===== src/rtl/ttt_game_engine.sv =====
// ---------------------------------------------------------------------------
// ttt_game_engine
//
// Tic-tac-toe game state machine feeding the VGA display stage. Owns the
// 3x3 board, alternates turns between X and O, and detects a win or a draw.
//
// Optional feature (compile-time macro TTT_TURN_TIMEOUT_EN):
//   When defined, each turn is limited to TURN_CYCLES clock cycles. On
//   expiry the lowest-indexed empty square receives the current mark and
//   'timeout' pulses for one cycle. When undefined there is no timer and
//   'timeout' stays low.
//
// Parameters:
//   TURN_CYCLES  per-turn time limit in clk cycles (timeout build only)
//   TIMER_W      width of the turn timer; must hold TURN_CYCLES
//
// Ports:
//   clk                 system clock
//   rst                 asynchronous active-low reset
//   sel[3:0]            target square, 1..9 row-major (1 = top-left)
//   place               debounced button level; rising edge = place request
//   new_game            synchronous restart, active-high, highest priority
//   stateSq1..stateSq9  square contents: 0 empty, 1 X, 2 O
//   winner[2:0]         0 in progress, 1 X won, 2 O won, 3 draw
//   turn                0 = X to move, 1 = O to move
//   invalid_move        one-cycle pulse on a rejected place request
//   timeout             one-cycle pulse on an automatic placement
//
// All outputs come straight from flops.
// ---------------------------------------------------------------------------
module ttt_game_engine #(
    parameter int unsigned TURN_CYCLES = 32'd500000000,
    parameter int unsigned TIMER_W     = 32'd32
) (
    input  logic       clk,
    input  logic       rst,
    input  logic [3:0] sel,
    input  logic       place,
    input  logic       new_game,
    output logic [2:0] stateSq1,
    output logic [2:0] stateSq2,
    output logic [2:0] stateSq3,
    output logic [2:0] stateSq4,
    output logic [2:0] stateSq5,
    output logic [2:0] stateSq6,
    output logic [2:0] stateSq7,
    output logic [2:0] stateSq8,
    output logic [2:0] stateSq9,
    output logic [2:0] winner,
    output logic       turn,
    output logic       invalid_move,
    output logic       timeout
);

    typedef enum logic [1:0] {
        ST_TURN  = 2'd0,
        ST_CHECK = 2'd1,
        ST_OVER  = 2'd2
    } state_t;

    localparam logic [2:0] MARK_EMPTY = 3'd0;
    localparam logic [2:0] MARK_X     = 3'd1;
    localparam logic [2:0] MARK_O     = 3'd2;
    localparam logic [2:0] RES_NONE   = 3'd0;
    localparam logic [2:0] RES_DRAW   = 3'd3;

    // Returns the mark owning a line of three, or empty if the line is open.
    function automatic logic [2:0] line_mark(input logic [2:0] a,
                                             input logic [2:0] b,
                                             input logic [2:0] c);
        logic [2:0] m;
        if ((a != MARK_EMPTY) && (a == b) && (b == c)) begin
            m = a;
        end else begin
            m = MARK_EMPTY;
        end
        return m;
    endfunction

    // First completed line among the 8 (rows, columns, diagonals).
    function automatic logic [2:0] find_winner(input logic [8:0][2:0] b);
        logic [2:0] w;
        w = line_mark(b[0], b[1], b[2]);
        if (w == MARK_EMPTY) w = line_mark(b[3], b[4], b[5]); else w = w;
        if (w == MARK_EMPTY) w = line_mark(b[6], b[7], b[8]); else w = w;
        if (w == MARK_EMPTY) w = line_mark(b[0], b[3], b[6]); else w = w;
        if (w == MARK_EMPTY) w = line_mark(b[1], b[4], b[7]); else w = w;
        if (w == MARK_EMPTY) w = line_mark(b[2], b[5], b[8]); else w = w;
        if (w == MARK_EMPTY) w = line_mark(b[0], b[4], b[8]); else w = w;
        if (w == MARK_EMPTY) w = line_mark(b[2], b[4], b[6]); else w = w;
        return w;
    endfunction

    // True when no square is empty.
    function automatic logic board_full(input logic [8:0][2:0] b);
        logic f;
        f = 1'b1;
        for (int i = 0; i < 9; i++) begin
            if (b[i] == MARK_EMPTY) f = 1'b0; else f = f;
        end
        return f;
    endfunction

`ifdef TTT_TURN_TIMEOUT_EN
    // Index of the lowest-numbered empty square (0 if none, never used then).
    function automatic logic [3:0] first_empty(input logic [8:0][2:0] b);
        logic [3:0] idx;
        logic       found;
        idx   = 4'd0;
        found = 1'b0;
        for (int i = 0; i < 9; i++) begin
            if (!found && (b[i] == MARK_EMPTY)) begin
                idx   = 4'(i);
                found = 1'b1;
            end else begin
                idx   = idx;
            end
        end
        return idx;
    endfunction

    localparam logic [TIMER_W-1:0] TURN_LOAD = TIMER_W'(TURN_CYCLES);

    logic [TIMER_W-1:0] timer_r;
    logic [TIMER_W-1:0] timer_nxt_s;
    logic [3:0]         empty_idx_s;
`endif

    state_t          state_r;
    state_t          state_nxt_s;
    logic [8:0][2:0] board_r;
    logic [8:0][2:0] board_nxt_s;
    logic [2:0]      winner_r;
    logic [2:0]      winner_nxt_s;
    logic            turn_r;
    logic            turn_nxt_s;
    logic            invalid_r;
    logic            invalid_nxt_s;
    logic            timeout_r;
    logic            timeout_nxt_s;
    logic            place_q_r;

    logic            req_s;
    logic            sel_ok_s;
    logic [3:0]      sel_idx_s;
    logic            sq_free_s;
    logic            valid_s;
    logic [2:0]      mark_s;
    logic [2:0]      line_win_s;
    logic            full_s;

    // Request decode: rising edge of place, square range and occupancy.
    always_comb begin
        req_s      = place & ~place_q_r;
        sel_ok_s   = (sel >= 4'd1) && (sel <= 4'd9);
        // Clamp the index so an out-of-range sel never addresses past square 9.
        sel_idx_s  = sel_ok_s ? (sel - 4'd1) : 4'd0;
        sq_free_s  = (board_r[sel_idx_s] == MARK_EMPTY);
        valid_s    = req_s & sel_ok_s & sq_free_s;
        mark_s     = turn_r ? MARK_O : MARK_X;
        line_win_s = find_winner(board_r);
        full_s     = board_full(board_r);
`ifdef TTT_TURN_TIMEOUT_EN
        empty_idx_s = first_empty(board_r);
`endif
    end

    // Next-state and next-datapath logic for the game FSM.
    always_comb begin
        state_nxt_s   = state_r;
        board_nxt_s   = board_r;
        winner_nxt_s  = winner_r;
        turn_nxt_s    = turn_r;
        invalid_nxt_s = 1'b0;
        timeout_nxt_s = 1'b0;
`ifdef TTT_TURN_TIMEOUT_EN
        timer_nxt_s   = timer_r;
`endif
        if (new_game) begin
            // Restart wins over everything, including a same-cycle request.
            state_nxt_s  = ST_TURN;
            board_nxt_s  = '0;
            winner_nxt_s = RES_NONE;
            turn_nxt_s   = 1'b0;
`ifdef TTT_TURN_TIMEOUT_EN
            timer_nxt_s  = TURN_LOAD;
`endif
        end else begin
            case (state_r)
                ST_TURN: begin
`ifdef TTT_TURN_TIMEOUT_EN
                    if (timer_r != '0) begin
                        timer_nxt_s = timer_r - TIMER_W'(1);
                    end else begin
                        timer_nxt_s = timer_r;
                    end
`endif
                    if (valid_s) begin
                        board_nxt_s[sel_idx_s] = mark_s;
                        state_nxt_s            = ST_CHECK;
                    end else begin
                        invalid_nxt_s = req_s;
`ifdef TTT_TURN_TIMEOUT_EN
                        // Expiry with no valid move: auto-place the mark.
                        if (timer_r == '0) begin
                            board_nxt_s[empty_idx_s] = mark_s;
                            timeout_nxt_s            = 1'b1;
                            state_nxt_s              = ST_CHECK;
                        end else begin
                            timeout_nxt_s            = 1'b0;
                        end
`endif
                    end
                end
                ST_CHECK: begin
                    // A completed line beats a full board.
                    if (line_win_s != MARK_EMPTY) begin
                        winner_nxt_s = line_win_s;
                        state_nxt_s  = ST_OVER;
                    end else if (full_s) begin
                        winner_nxt_s = RES_DRAW;
                        state_nxt_s  = ST_OVER;
                    end else begin
                        turn_nxt_s   = ~turn_r;
                        state_nxt_s  = ST_TURN;
`ifdef TTT_TURN_TIMEOUT_EN
                        timer_nxt_s  = TURN_LOAD;
`endif
                    end
                end
                ST_OVER: begin
                    state_nxt_s = ST_OVER;
                end
                default: begin
                    state_nxt_s = ST_TURN;
                end
            endcase
        end
    end

    // FSM state register.
    always_ff @(posedge clk or negedge rst) begin
        if (!rst) begin
            state_r <= ST_TURN;
        end else begin
            state_r <= state_nxt_s;
        end
    end

    // Board, result, turn, pulse and edge-detect registers.
    always_ff @(posedge clk or negedge rst) begin
        if (!rst) begin
            board_r   <= '0;
            winner_r  <= RES_NONE;
            turn_r    <= 1'b0;
            invalid_r <= 1'b0;
            timeout_r <= 1'b0;
            place_q_r <= 1'b0;
        end else begin
            board_r   <= board_nxt_s;
            winner_r  <= winner_nxt_s;
            turn_r    <= turn_nxt_s;
            invalid_r <= invalid_nxt_s;
            timeout_r <= timeout_nxt_s;
            place_q_r <= place;
        end
    end

`ifdef TTT_TURN_TIMEOUT_EN
    // Turn timer register.
    always_ff @(posedge clk or negedge rst) begin
        if (!rst) begin
            timer_r <= TURN_LOAD;
        end else begin
            timer_r <= timer_nxt_s;
        end
    end
`endif

    assign stateSq1     = board_r[0];
    assign stateSq2     = board_r[1];
    assign stateSq3     = board_r[2];
    assign stateSq4     = board_r[3];
    assign stateSq5     = board_r[4];
    assign stateSq6     = board_r[5];
    assign stateSq7     = board_r[6];
    assign stateSq8     = board_r[7];
    assign stateSq9     = board_r[8];
    assign winner       = winner_r;
    assign turn         = turn_r;
    assign invalid_move = invalid_r;
    assign timeout      = timeout_r;

endmodule


===== config.mk =====
export PLATFORM = sky130hd
export DESIGN_NAME = ttt_game_engine
export DESIGN_NICKNAME = d
export VERILOG_FILES = /design/src/rtl/ttt_game_engine.sv
export SDC_FILE = /design/constraint.sdc
export NUM_CORES = 1
export LEC_CHECK = 0
export CAP_MARGIN = 5
export CORE_MARGIN = 4
export CORE_UTILIZATION = 48
export CTS_BUF_LIST = sky130_fd_sc_hd__clkbuf_4
export CTS_CLUSTER_SIZE = 12
export DETAILED_ROUTE_END_ITERATION = 8
export GPL_TIMING_DRIVEN = 0
export PLACE_DENSITY = 0.83
export SETUP_SLACK_MARGIN = 0.5
export SLEW_MARGIN = 30
export SYNTH_ARGS = -nofsm -noshare
export SYNTH_HDL_FRONTEND = slang
export SYNTH_SLANG_ARGS = --single-unit

===== constraint.sdc =====
create_clock -name clk -period 2.25 [get_ports clk]
set_input_delay 0.3375 -clock clk [delete_from_list [all_inputs] [get_ports clk]]
set_output_delay 0.3375 -clock clk [all_outputs]
set_load 0.01 [all_outputs]

==> results_dict.tcl, run 1 <==
set metrics [dict create \
    grt_pass1_wl_um 9450 \
    drv_slew 0 \
    num_rows 22 \
    routabilityCongestion 0.894 \
    antenna_found_initial 0 \
    netlist-cell-type-count 59 \
    synth_fa_ha_area_frac 0.0129 \
    die_w_um 71.6 \
    cts_tree "yes" \
    clkPwrFrac 0.315 \
    dp_hpwl_um 3900 \
    detail_route.wl_per_cell_um 18.6 \
    die_h_um 71.6 \
    synth_async_sr_flop_share 1.00 \
    synthMuxAreaShare 0.0116 \
    finalWorstSetupSlack_ns -0.0353 \
    fin_crit_sh 1.02 \
    track_usage 0.228 \
    max_freq_mhz 438 \
    fill_cells 241 \
    ant_nets 0 \
    ys_seq_elements 26 \
    hold_viol 0 \
    setup_violations 1 \
    cp-end-kind "register" \
    io_buffers 30 \
    grt_pass1_vias 2001 \
    synth_xor_area_frac 0 \
    critPathArrivalTime_ns 2.51 \
    relSlewSlack 0.511 \
    synth.avg_cell_area_um2 8.22 \
    status "finished, violations left" \
    layout-drive-gt1-share 0.405 \
    syn_to_final_growth_pct 53.6 \
    finalClockSkew_ns 0.0158 \
    num_vias 2267 \
    ir_drop_mv 0.289 \
    numCtsBuffers 3 \
    postRouteWirelength_um 6650 \
    via_per_inst 6.35 \
    ys_warn_count 0 \
    die_area_um2 5120 \
    required_ns 2.48 \
    drt_iter0_drc 301 \
    coreArea_um2 3770 \
    seq_area_frac_synth 0.335 \
    drt_pass1_iterations 5 \
    path_max_fanout 4 \
    overflow 0 \
    synth_top_family_by_area "compound AO/OA/AOI/OAI gates" \
    combinationalPowerShare 0.228 \
    cts_buffer_depth 2 \
    seqPwrFrac 0.457 \
    synth_edf_count 0 \
    synth_compound_area_frac 0.273 \
    violations "setup timing" \
    cts-root-buf "clkbuf_4" \
    rsz0062_at_grt "true" \
    grt_max_degree 27 \
    seq_area_um2 666 \
    drc 0 \
    p_int_uw 753 \
    swShare 0.279 \
    worst_pin_slew_ns 0.726 \
    clk_pin_slew_worst_paths_ns 0.15 \
    fin_tns_setup_ns -0.0353 \
    p_total_uw 1040 \
    leakage_uw 0.00140 \
    final_nets 320 \
    start_util 0.515 \
    worstSkewPairLatency_ns 0.34 \
    ioPinCount 41 \
    crit_type "reg -> reg" \
    syn_area_um2 1940 \
    n_antenna_cell 0 \
    cts_sinks 26 \
    htreeDepth 1 \
    cp-start-kind "register" \
    switchingPower_uw 292 \
    synthSimpleGateAreaFrac 0.255 \
    drv_cap 0 \
    synth_ff_type "dfrtp_1" \
    period_needed_ns 2.29 \
    syn_inst 236 \
    multiInputGateArea_um2 1400 \
    powerDensity_nw_per_um2 350 \
    hold_path.class "in -> reg" \
]
==> critical path: stages (launching register included) <==
cell and delay, ns:
dfrtp_2 0.46, or3_1 0.36, a21o_1 0.22, buf_4 0.16
a211oi_2 0.28, nand3_2 0.13, nor3b_2 0.22, mux2_1 0.34
==> stage by stage <==
stage,std cells,instance area (µm²),utilization,setup WS (ns),hold WS (ns)
2_1_floorplan,245,2070,-,0.147,0.0419
3_3_place_gp,323,2430,0.646,-0.569,0.509
3_5_place_dp,323,2430,0.644,-0.585,0.362
4_1_cts,349,2760,0.733,0.0192,0.472
5_1_grt,357,2980,0.791,-0.0688,0.469
6_report,357,2980,0.791,-0.0353,0.465
==> sequential cells by signal, indices dropped and copies added, names as in the netlist <==
signal and cells:
invalid_move 1, place_q_r 1, stateSq1 2, stateSq2 2, stateSq3 2, stateSq4 2
stateSq5 2, stateSq6 2, stateSq7 2, stateSq8 2, stateSq9 2, state_r 2
turn 1, winner 3
==> placed cells by master, fill, tap and decap left out, types with 3 or more instances in the layout <==
master,synthesis,routed
nand2_1,10,6
dfrtp_1,26,14
nand2b_1,4,3
nor2_1,15,14
buf_6,1,5
dlygate4sd2_1,0,3
clkdlybuf4s50_1,0,16
nor2b_1,4,4
buf_4,10,38
buf_2,5,4
and3_1,6,6
nor3_1,10,9
o22ai_2,0,13
or3_4,0,4
or4_1,3,3
dlymetal6s2s_1,0,7
a31oi_1,4,4
dfrtp_2,0,12
clkbuf_1,5,3
nand2_4,0,4
clkbuf_4,0,3
nand3_1,13,12
or3_1,9,5
a21oi_2,0,8
o21ai_0,7,7
conb_1,1,10
inv_1,22,20
a21oi_1,15,6
a21o_1,3,3
==> logic make-up after synthesis <==
kind of cell	count (synthesis)
other cells	1
mux	2
fa+ha+maj	2
compound gates	74
buf+inv	43
simple gates	88
flops	26
==> cell usage after synthesis (2+ instances only) <==
library cell / count / share of area
nand2b_1: 4 / 0.013
or4_1: 3 / 0.012
buf_2: 5 / 0.013
o311a_1: 2 / 0.010
o21a_1: 2 / 0.0077
nand3_1: 13 / 0.034
dfrtp_1: 26 / 0.34
a21o_1: 3 / 0.012
nor2b_1: 4 / 0.013
and2_1: 2 / 0.0064
a211oi_1: 2 / 0.0077
o21ai_0: 7 / 0.018
clkbuf_1: 5 / 0.0097
or3_1: 9 / 0.029
o22ai_1: 16 / 0.052
a21oi_1: 15 / 0.039
a31oi_1: 4 / 0.013
nand2_1: 10 / 0.019
o31ai_1: 3 / 0.012
nor2_4: 2 / 0.012
inv_1: 22 / 0.043
nor3_1: 10 / 0.026
nor2_1: 15 / 0.029
buf_4: 10 / 0.039
and3_1: 6 / 0.019
ha_1: 2 / 0.013
o32ai_1: 2 / 0.0090
==> what timing repair did <==
| action | CTS | global route |
|---|---|---|
| resized for setup | 39 | 38 |
| pin swaps | 21 | 15 |
| hold endpoints to repair | 15 | 0 |
| setup endpoints to repair | 30 | 34 |
| cloned | 0 | 1 |
| hold buffers | 1 | 0 |
| setup buffers | 21 | 7 |
==> final timing paths <==
path,start,cells past startpoint,to,slack [ns]
min in group asynchronous,rst,2,stateSq3[1],0.52
max in group asynchronous,rst,2,stateSq3[0],1.31
setup / recovery,stateSq1[0],7,turn,-0.04
setup reg to reg,stateSq1[0],7,turn,-0.04
hold reg to reg,winner[2],1,winner[2],0.54
hold / removal,place,1,place_q_r,0.46
==> power groups by stage <==
stage / Combinational (µW) / Clock [µW] / Sequential, µW
4_1_cts: 214 / 325 / 477
2_1_floorplan: 134 / 0 / 487
3_5_place_dp: 191 / 0 / 487
6_report: 238 / 329 / 478
3_3_place_gp: 190 / 0 / 487
5_1_grt: 256 / 349 / 479
==> per-layer routing <==
metal	vias to the layer above	GRT usage	wire, µm	part of all wire
met5	-	0	0	0
met4	0	0.102	278	0.042
met3	34	0.0210	607	0.091
met2	188	0.382	3250	0.49
met1	1054	0.297	2510	0.38
li1	991	-	-	-
==> cell type report <==
| cell class | count | area share |
|---|---|---|
| Buffer | 21 | 0.0567 |
| Clock buffer | 3 | 0.00755 |
| Clock inverter | 1 | 0.0101 |
| Inverter | 22 | 0.0302 |
| Multi-Input combinational cell | 176 | 0.470 |
| Sequential cell | 26 | 0.223 |
| Tap cell | 48 | 0.0201 |
| Timing Repair Buffer | 60 | 0.183 |
(Power assumes the default switching activity.)
==> inputs of run 2 (changes only) <==
--- a/config.mk
+++ b/config.mk
@@ -12,6 +12,7 @@
 export CTS_CLUSTER_SIZE = 12
 export DETAILED_ROUTE_END_ITERATION = 8
 export GPL_TIMING_DRIVEN = 0
+export MAX_ROUTING_LAYER = met4
 export PLACE_DENSITY = 0.83
 export SETUP_SLACK_MARGIN = 0.5
 export SLEW_MARGIN = 30
==> run 2 against run 1 <==
Net effect: the flow now finishes without violations; final cell count unchanged; non-clock buffer count unchanged; final area down 0.25%; sequential power about the same; wire length down 5.2%; sequential share of layout area up 0.056 points; critical path type unchanged; critical path depth unchanged; clock skew down 0.0088 ns; power down 1.2%.
==> results_dict.tcl, run 2 (synthesized netlist as in run 1, its figures left out) <==
set metrics [dict create \
    status "finished, final reports clean" \
    ir_drop_mv 0.228 \
    path_max_fanout 2 \
    finish.utilization 0.789 \
    drv_cap 0 \
    num_rows 22 \
    final_nets 320 \
    clk_pin_slew_worst_paths_ns 0.14 \
    die_h_um 71.6 \
    fin_crit_sh 0.998 \
    p_total_uw 1030 \
    cts_tree "yes" \
    die_area_um2 5120 \
    fin_cells 357 \
    final_common_cell "buf_4" \
    setup_violations 0 \
    cts_sinks 26 \
    holdWs_ns 0.474 \
    routabilityCongestion 0.909 \
    detail_route.wl_per_cell_um 17.7 \
    critPathArrivalTime_ns 2.46 \
    num_vias 2164 \
    largest_register_ffs 3 \
    max_freq_mhz 445 \
    powerDensity_nw_per_um2 347 \
    relSlewSlack 0.501 \
    dp_hpwl_um 3900 \
    ioPinCount 41 \
    htreeDepth 1 \
    r2r_cells 7 \
    start_util 0.515 \
    layout-drive-gt1-share 0.405 \
    drc 0 \
    via_per_inst 6.06 \
    cp-start-kind "register" \
    cts_buffer_depth 2 \
    grt_pass1_vias 1999 \
    syn_to_final_growth_pct 53.3 \
    drv_slew 0 \
    cts-root-buf "clkbuf_4" \
    hold_viol 0 \
    die_w_um 71.6 \
    grt_pass1_wl_um 9450 \
    finalClockSkew_ns 0.00704 \
    antenna_found_initial 0 \
    final_cell_mix "buf_4, inv_1, clkdlybuf4s50_1" \
    rsz0062_at_grt "true" \
    leakage_uw 0.00140 \
    coreArea_um2 3770 \
    hold_path.class "in -> reg" \
    n_antenna_cell 0 \
    postRouteWirelength_um 6300 \
    io_buffers 30 \
    dpl.cell_count 323 \
    numCtsBuffers 3 \
    cp-end-kind "register" \
    worstSkewPairLatency_ns 0.32 \
    drt_iter0_drc 348 \
    drt_pass1_iterations 4 \
    required_ns 2.47 \
    overflow 0 \
    worst_pin_slew_ns 0.741 \
    grt_max_degree 27 \
    whs_path_depth 1 \
    track_usage 0.234 \
    ant_nets 0 \
    crit_type "reg -> reg" \
    period_needed_ns 2.25 \
]
[run 2: timing repair]
item                                    CTS  global route
hold buffers                              1             0
resized for setup                        39            37
endpoints found under the setup margin   30            34
pin swaps                                21            15
cloned                                    0             1
buffers inserted                         21             7
hold endpoints to repair                 15             0
[run 2: layout make-up]
cell class / instances / area, µm²
multi-input cells: 176 / 1390
fillers: 235 / 797
well taps: 48 / 60.1
clock buffers: 3 / 22.5
plain buffers: 21 / 169
flip-flops and latches: 26 / 666
clock inverters: 1 / 30.0
repair buffers: 60 / 544
inverters: 22 / 90.1
[run 2: path summary, 6_finish.rpt]
check | start | end | slack [ns]
setup / recovery | stateSq3[0] | turn | 0.005
hold / removal | place | place_q_r | 0.47
setup reg to reg | stateSq3[0] | turn | 0.005
hold reg to reg | winner[2] | winner[2] | 0.54
max in group asynchronous | rst | stateSq3[0] | 1.30
min in group asynchronous | rst | stateSq2[0] | 0.54
[run 2: metrics by stage]
step / setup TNS, ns / setup slack, ns / instance area (µm²)
6_report: 0 / 0.00467 / 2970
2_1_floorplan: 0 / 0.147 / 2070
5_1_grt: -0.190 / -0.0543 / 2970
3_3_place_gp: -10.28 / -0.569 / 2430
4_1_cts: 0 / 0.0192 / 2760
3_5_place_dp: -10.64 / -0.585 / 2430
[run 2: power breakdown]
group / internal (µW) / switching, µW / total, µW / leakage, µW
clock: 180 / 140 / 320 / 0.0000279
sequential: 472 / 4.90 / 477 / 0.000340
combinational: 98.9 / 136 / 235 / 0.00103
[run 2: metal layers]
metal	share of wire	vias to the layer above	global-route usage	routed length [µm]
met1	0.39	1045	0.296	2470
met3	0.073	21	0.0210	457
met2	0.51	106	0.383	3190
met4	0.029	0	0.102	181
li1	-	992	-	-
met5	0	-	-	0
[run 2: worst max-delay path, cell delays in order, from the launching register on]
cell and delay (ns):
dfrtp_2 0.44, or3_1 0.38, a21o_1 0.20, buf_4 0.15, a211oi_2 0.28, nand3_2 0.13
nor3b_2 0.22, mux2_1 0.34
